### src/rtl/hazard_pkg.sv
// Shared types and defaults for the pipeline hazard controller and its mult/div timer.
package hazard_pkg;

  typedef enum logic {
    IDLE = 1'b0,
    BUSY = 1'b1
  } md_state_e;

  localparam int REG_W      = 5;
  localparam int MD_LAT_DEF = 4;

endpackage

### src/rtl/muldiv_timer.sv
// HI/LO occupancy tracker: the counter loads MD_LAT on a launch and counts down to idle.
module muldiv_timer
  import hazard_pkg::*;
#(
  parameter int MD_LAT = MD_LAT_DEF,
  parameter int CNT_W  = 4
) (
  input  logic clk,
  input  logic rst_n,
  input  logic md_start,
  output logic md_busy
);

  localparam logic [CNT_W-1:0] LAT_V = CNT_W'(MD_LAT);

  md_state_e        state_q, state_d;
  logic [CNT_W-1:0] cnt_q, cnt_d;
  logic             md_busy_q, md_busy_d;

  // A launch is never seen while BUSY because the hazard logic blocks it, so
  // BUSY only ever counts down.
  always_comb begin
    state_d = state_q;
    cnt_d   = cnt_q;
    case (state_q)
      IDLE: begin
        if (md_start) begin
          cnt_d   = LAT_V;
          state_d = BUSY;
        end
      end
      BUSY: begin
        if (cnt_q != '0) cnt_d = cnt_q - CNT_W'(1);
        if (cnt_d == '0) state_d = IDLE;
      end
      default: state_d = IDLE;
    endcase
    md_busy_d = (cnt_d != '0);
  end

  always_ff @(posedge clk) begin
    if (!rst_n) begin
      state_q   <= IDLE;
      cnt_q     <= '0;
      md_busy_q <= 1'b0;
    end else begin
      state_q   <= state_d;
      cnt_q     <= cnt_d;
      md_busy_q <= md_busy_d;
    end
  end

  assign md_busy = md_busy_q;

endmodule

### src/rtl/pipeline_hazard_ctrl.sv
// Stall/flush scheduler beside ID: load-use, branch flush and mult/div arbitration.
// Define HAZ_PERF_EN to add the stall and flush performance counters.
module pipeline_hazard_ctrl
  import hazard_pkg::*;
#(
  parameter int MD_LAT = MD_LAT_DEF,
  parameter int CNT_W  = 4
) (
  input  logic             clk,
  input  logic             rst_n,
  input  logic             id_ex_memread,
  input  logic [REG_W-1:0] id_ex_rt,
  input  logic [REG_W-1:0] if_id_rs,
  input  logic [REG_W-1:0] if_id_rt,
  input  logic             jump,
  input  logic             beq,
  input  logic             bne,
  input  logic             is_equal,
  input  logic             id_muldiv,
  input  logic             id_hilo_rd,
  output logic             pc_write,
  output logic             if_id_write,
  output logic             id_ex_bubble,
  output logic             if_flush,
  output logic             md_start,
  output logic             md_busy
`ifdef HAZ_PERF_EN
  ,
  output logic [31:0]      perf_stall_cnt,
  output logic [31:0]      perf_flush_cnt
`endif
);

  logic load_stall;
  logic md_stall;
  logic stall;
  logic branch_taken;

  assign load_stall   = id_ex_memread && (id_ex_rt != '0) &&
                        ((id_ex_rt == if_id_rs) || (id_ex_rt == if_id_rt));
  assign md_stall     = md_busy && (id_muldiv || id_hilo_rd);
  assign stall        = load_stall || md_stall;
  assign branch_taken = jump || (beq && is_equal) || (bne && !is_equal);

  // A stalled branch stays unresolved, and a stalled mult/div does not launch.
  always_comb begin
    pc_write     = 1'b1;
    if_id_write  = 1'b1;
    id_ex_bubble = 1'b0;
    if_flush     = 1'b0;
    md_start     = 1'b0;
    if (stall) begin
      pc_write     = 1'b0;
      if_id_write  = 1'b0;
      id_ex_bubble = 1'b1;
    end else begin
      if_flush = branch_taken;
      md_start = id_muldiv;
    end
  end

  muldiv_timer #(
    .MD_LAT (MD_LAT),
    .CNT_W  (CNT_W)
  ) u_timer (
    .clk      (clk),
    .rst_n    (rst_n),
    .md_start (md_start),
    .md_busy  (md_busy)
  );

`ifdef HAZ_PERF_EN
  logic [31:0] perf_stall_q, perf_stall_d;
  logic [31:0] perf_flush_q, perf_flush_d;

  always_comb begin
    perf_stall_d = perf_stall_q + (stall    ? 32'd1 : 32'd0);
    perf_flush_d = perf_flush_q + (if_flush ? 32'd1 : 32'd0);
  end

  always_ff @(posedge clk) begin
    if (!rst_n) begin
      perf_stall_q <= '0;
      perf_flush_q <= '0;
    end else begin
      perf_stall_q <= perf_stall_d;
      perf_flush_q <= perf_flush_d;
    end
  end

  assign perf_stall_cnt = perf_stall_q;
  assign perf_flush_cnt = perf_flush_q;
`endif

endmodule

### config.mk
export PLATFORM = sky130hd
export DESIGN_NAME = pipeline_hazard_ctrl
export DESIGN_NICKNAME = d
export VERILOG_FILES = /design/src/rtl/hazard_pkg.sv /design/src/rtl/muldiv_timer.sv /design/src/rtl/pipeline_hazard_ctrl.sv
export SDC_FILE = /design/constraint.sdc
export NUM_CORES = 1
export LEC_CHECK = 0
export CAP_MARGIN = 10
export CORE_MARGIN = 2
export CORE_UTILIZATION = 25
export DETAILED_ROUTE_END_ITERATION = 10
export PLACE_DENSITY = 0.63
export SLEW_MARGIN = 15
export SYNTH_ARGS = -nofsm -noshare
export SYNTH_HDL_FRONTEND = slang
export SYNTH_SLANG_ARGS = --single-unit
### constraint.sdc
create_clock -name clk -period 1.9 [get_ports clk]
set_input_delay 0.475 -clock clk [delete_from_list [all_inputs] [get_ports clk]]
set_output_delay 0.475 -clock clk [all_outputs]
set_load 0.02 [all_outputs]
==> results.md <==
- Status: finished with violations
- Failing checks: negative setup slack
- Gr ovfl total: 0
- Post-Syn Instances: 82
- Worst-Margin Slew: 0.361 ns
- Critical path class: input port to output pin
- Drt total wl: 1790 microns
- Most frequent cells in the layout: 12 x buf_4, 11 x xor2_1, 9 x clkdlybuf4s50_1, 9 x buf_6, 8 x nor2_1
- Drt wl/cell: 11.8 microns
- Starting density of the core: 27.1%
- Worst setup path startpoint: id_ex_rt[1]
- Bufs and invs on worst path: 2
- Most common cell after layout, fill and taps aside: buf_4
- First-pass GRT wire length: 2900 microns
- Fin crit share: 110%
- Vias in the first global route: 745
- First drt pass iteration count: 4
- Worst flop-to-flop path startpoint: u_timer.cnt_q[1]$_SDFF_PN0_
- Pre-CTS setup slack: -1.04 ns
- Netlist cell types: 32
- Final setup fails: 5
- Clock period minus final worst setup slack: 2.08 ns
- Cell row count: 17
- Final Hold Fails: 0
- Die Y: 53.4 microns
- DR vias: 718
- CTS max path bufs: 2
- DR vias/cell: 4.72
- Area Overhead vs Synth: 74.0%
- TritonCTS clock tree: built
- I/O pins: 30
- Nets: 151
- Critical Path Start Type: input port
- Mapped Nets: 107
- Number of port buffers: 29
- Leakage Power: 0.456 nW
- Worst path arrival time: 1.61 ns
- DRC: 0
- Die area: 2850 sq um
- Ys Warns: 0
- Syn avg cell area: 7.45 sq um
- Antenna-violating nets left: 0
- Top Family by Delay on Critical Path: simple AND/OR/NAND/NOR gates
- H-tree depth: 1
- CP Max Fanout: 3
- Largest net degree at the start of global routing: 11
- DP HPWL: 1450 microns
- Num CTS Buffers: 3
- Final core utilization: 47.1%
- Die Wd: 53.4 microns
- Synth Register Bits: 6
- Clock transition at path regs: 0.04 ns
- Sequential fraction of the synthesis area: 19.7%
- RD Place Congestion: 0.813
- Critical path, cell by cell: buf_6, or4_4, o21ai_4, o21ai_4, nor2_2, buf_6
- CTS root buf: clkbuf_4
- CP max-delay cell: or4_4
- Power Density: 700 nW/um^2
- Initial DRC Count: 7
- Max VDD drop: 0.421 mV
- WP data required: 1.42 ns
- Slew Limit Headroom: 75.8%
- Worst min-delay path category: flop to flop
- GRT Util Overall: 14.0%
- Finished Layout Cells: 152
- Post-route setup slack: -0.181 ns
- Worst hold path startpoint: u_timer.cnt_q[0]$_SDFF_PN0_
- Fin. max-slew vios: 0
- Core ar.: 2250 sq um
- Max stage delay on crit path: 0.54 ns
- Cell area after synthesis: 611 sq um
- Initial antenna violation count: 0
- Skew-Pair Late Insertion Delay: 0.25 ns
- CP endpoint kind: output pin
- CTS Sinks: 6
- Layout cells sized above 1: 31.5%
- Max Fclk: 0.481 GHz
- RSZ-0062 raised after global routing: yes
- Placed cell count: 146
- Ant. Diodes: 0
- Clk_skew: 0.000993 ns
- Max_cap viols: 0
layer usage:
layer	vias up	global-route usage [%]	wire length (microns)
met1	323	15.0	780
met3	4	2.54	59
li1	380	-	-
met4	0	6.84	21
met5	-	0	0
met2	11	25.7	931
worst register-to-register path, cell delays in order, from the launching register on:
cell     delay (ns)
dfxtp_1        0.35
inv_1          0.10
ha_1           0.20
or3b_4         0.42
mux2i_1        0.19
nand2_1        0.07
o21ai_0        0.23
a21oi_1        0.07
timing repair:
item | in CTS | in global routing
pin swaps | 20 | 10
endpoints found under the setup margin | 10 | 6
hold buffers | 0 | 0
buffers inserted | 2 | 1
gates resized for setup | 66 | 9
kinds of logic after synthesis:
group           count (synthesis)  share of synthesized area (%)
buf+inv                        12                           9.02
simple gates                   26                           22.7
fa+ha+maj                       1                           2.05
flops                           6                           19.7
compound gates                 24                           27.5
mux                             2                           3.28
xor+xnor                       11                           15.8
registers in the layout (all words and copies together) (netlist names):
name	flops
u_timer.state_q	1
u_timer.md_busy	1
u_timer.cnt_q	4
power breakdown:
group	internal (mW)	switching, mW	total [mW]
Sequential	0.148	0.0336	0.181
Combinational	0.232	0.210	0.442
Clock	0.0716	0.0487	0.120
worst paths after layout:
kind                                                    end  slack (ns)  depth (start not counted)
worst max-delay path                               if_flush       -0.18                          6
worst min-delay path            u_timer.cnt_q[0]$_SDFF_PN0_        0.59                          3
worst max register to register   u_timer.state_q$_SDFF_PN0_        0.16                          7
worst min register to register  u_timer.cnt_q[0]$_SDFF_PN0_        0.59                          3
cell usage after synthesis, drive strengths merged:
library cell,count,share of area (%)
or3b,1,1.8
dfxtp,6,20
a22oi,1,2.0
nor4,2,2.0
o211a,1,1.6
a21oi,3,2.5
o21bai,1,1.2
o21ai,9,8.6
mux2i,2,3.3
ha,1,2.0
a32oi,1,1.4
nand2,2,1.2
xor2,11,16
o31ai,1,1.2
nand3,1,0.82
a21boi,1,1.2
a41o,1,1.6
nor2,9,5.5
o22ai,1,1.0
a211oi,2,2.5
a31oi,1,1.0
or4,2,2.5
or3,1,1.0
nor3,6,5.7
buf,4,4.1
nor2b,2,2.0
a22o,1,1.4
inv,8,4.9
cell type report:
cell class | count | area (sq um)
Fill cell | 231 | 1190
Inverter | 8 | 30.0
Sequential cell | 6 | 120
Multi-Input combinational cell | 64 | 465
Tap cell | 28 | 35.0
Timing Repair Buffer | 43 | 389
Clock buffer | 3 | 22.5
stage by stage:
stage	hold WS (ns)	cell area, sq um	setup TNS (ns)	total power [mW]
5_1_grt	0.647	1060	-0.923	0.800
6_report	0.589	1060	-0.754	0.744
3_3_place_gp	0.579	1020	-6.87	0.607
3_5_place_dp	0.583	1020	-6.98	0.613
4_1_cts	0.592	1050	-0.812	0.744
2_1_floorplan	0.568	639	-0.426	0.436
(Power assumes the default switching activity.)
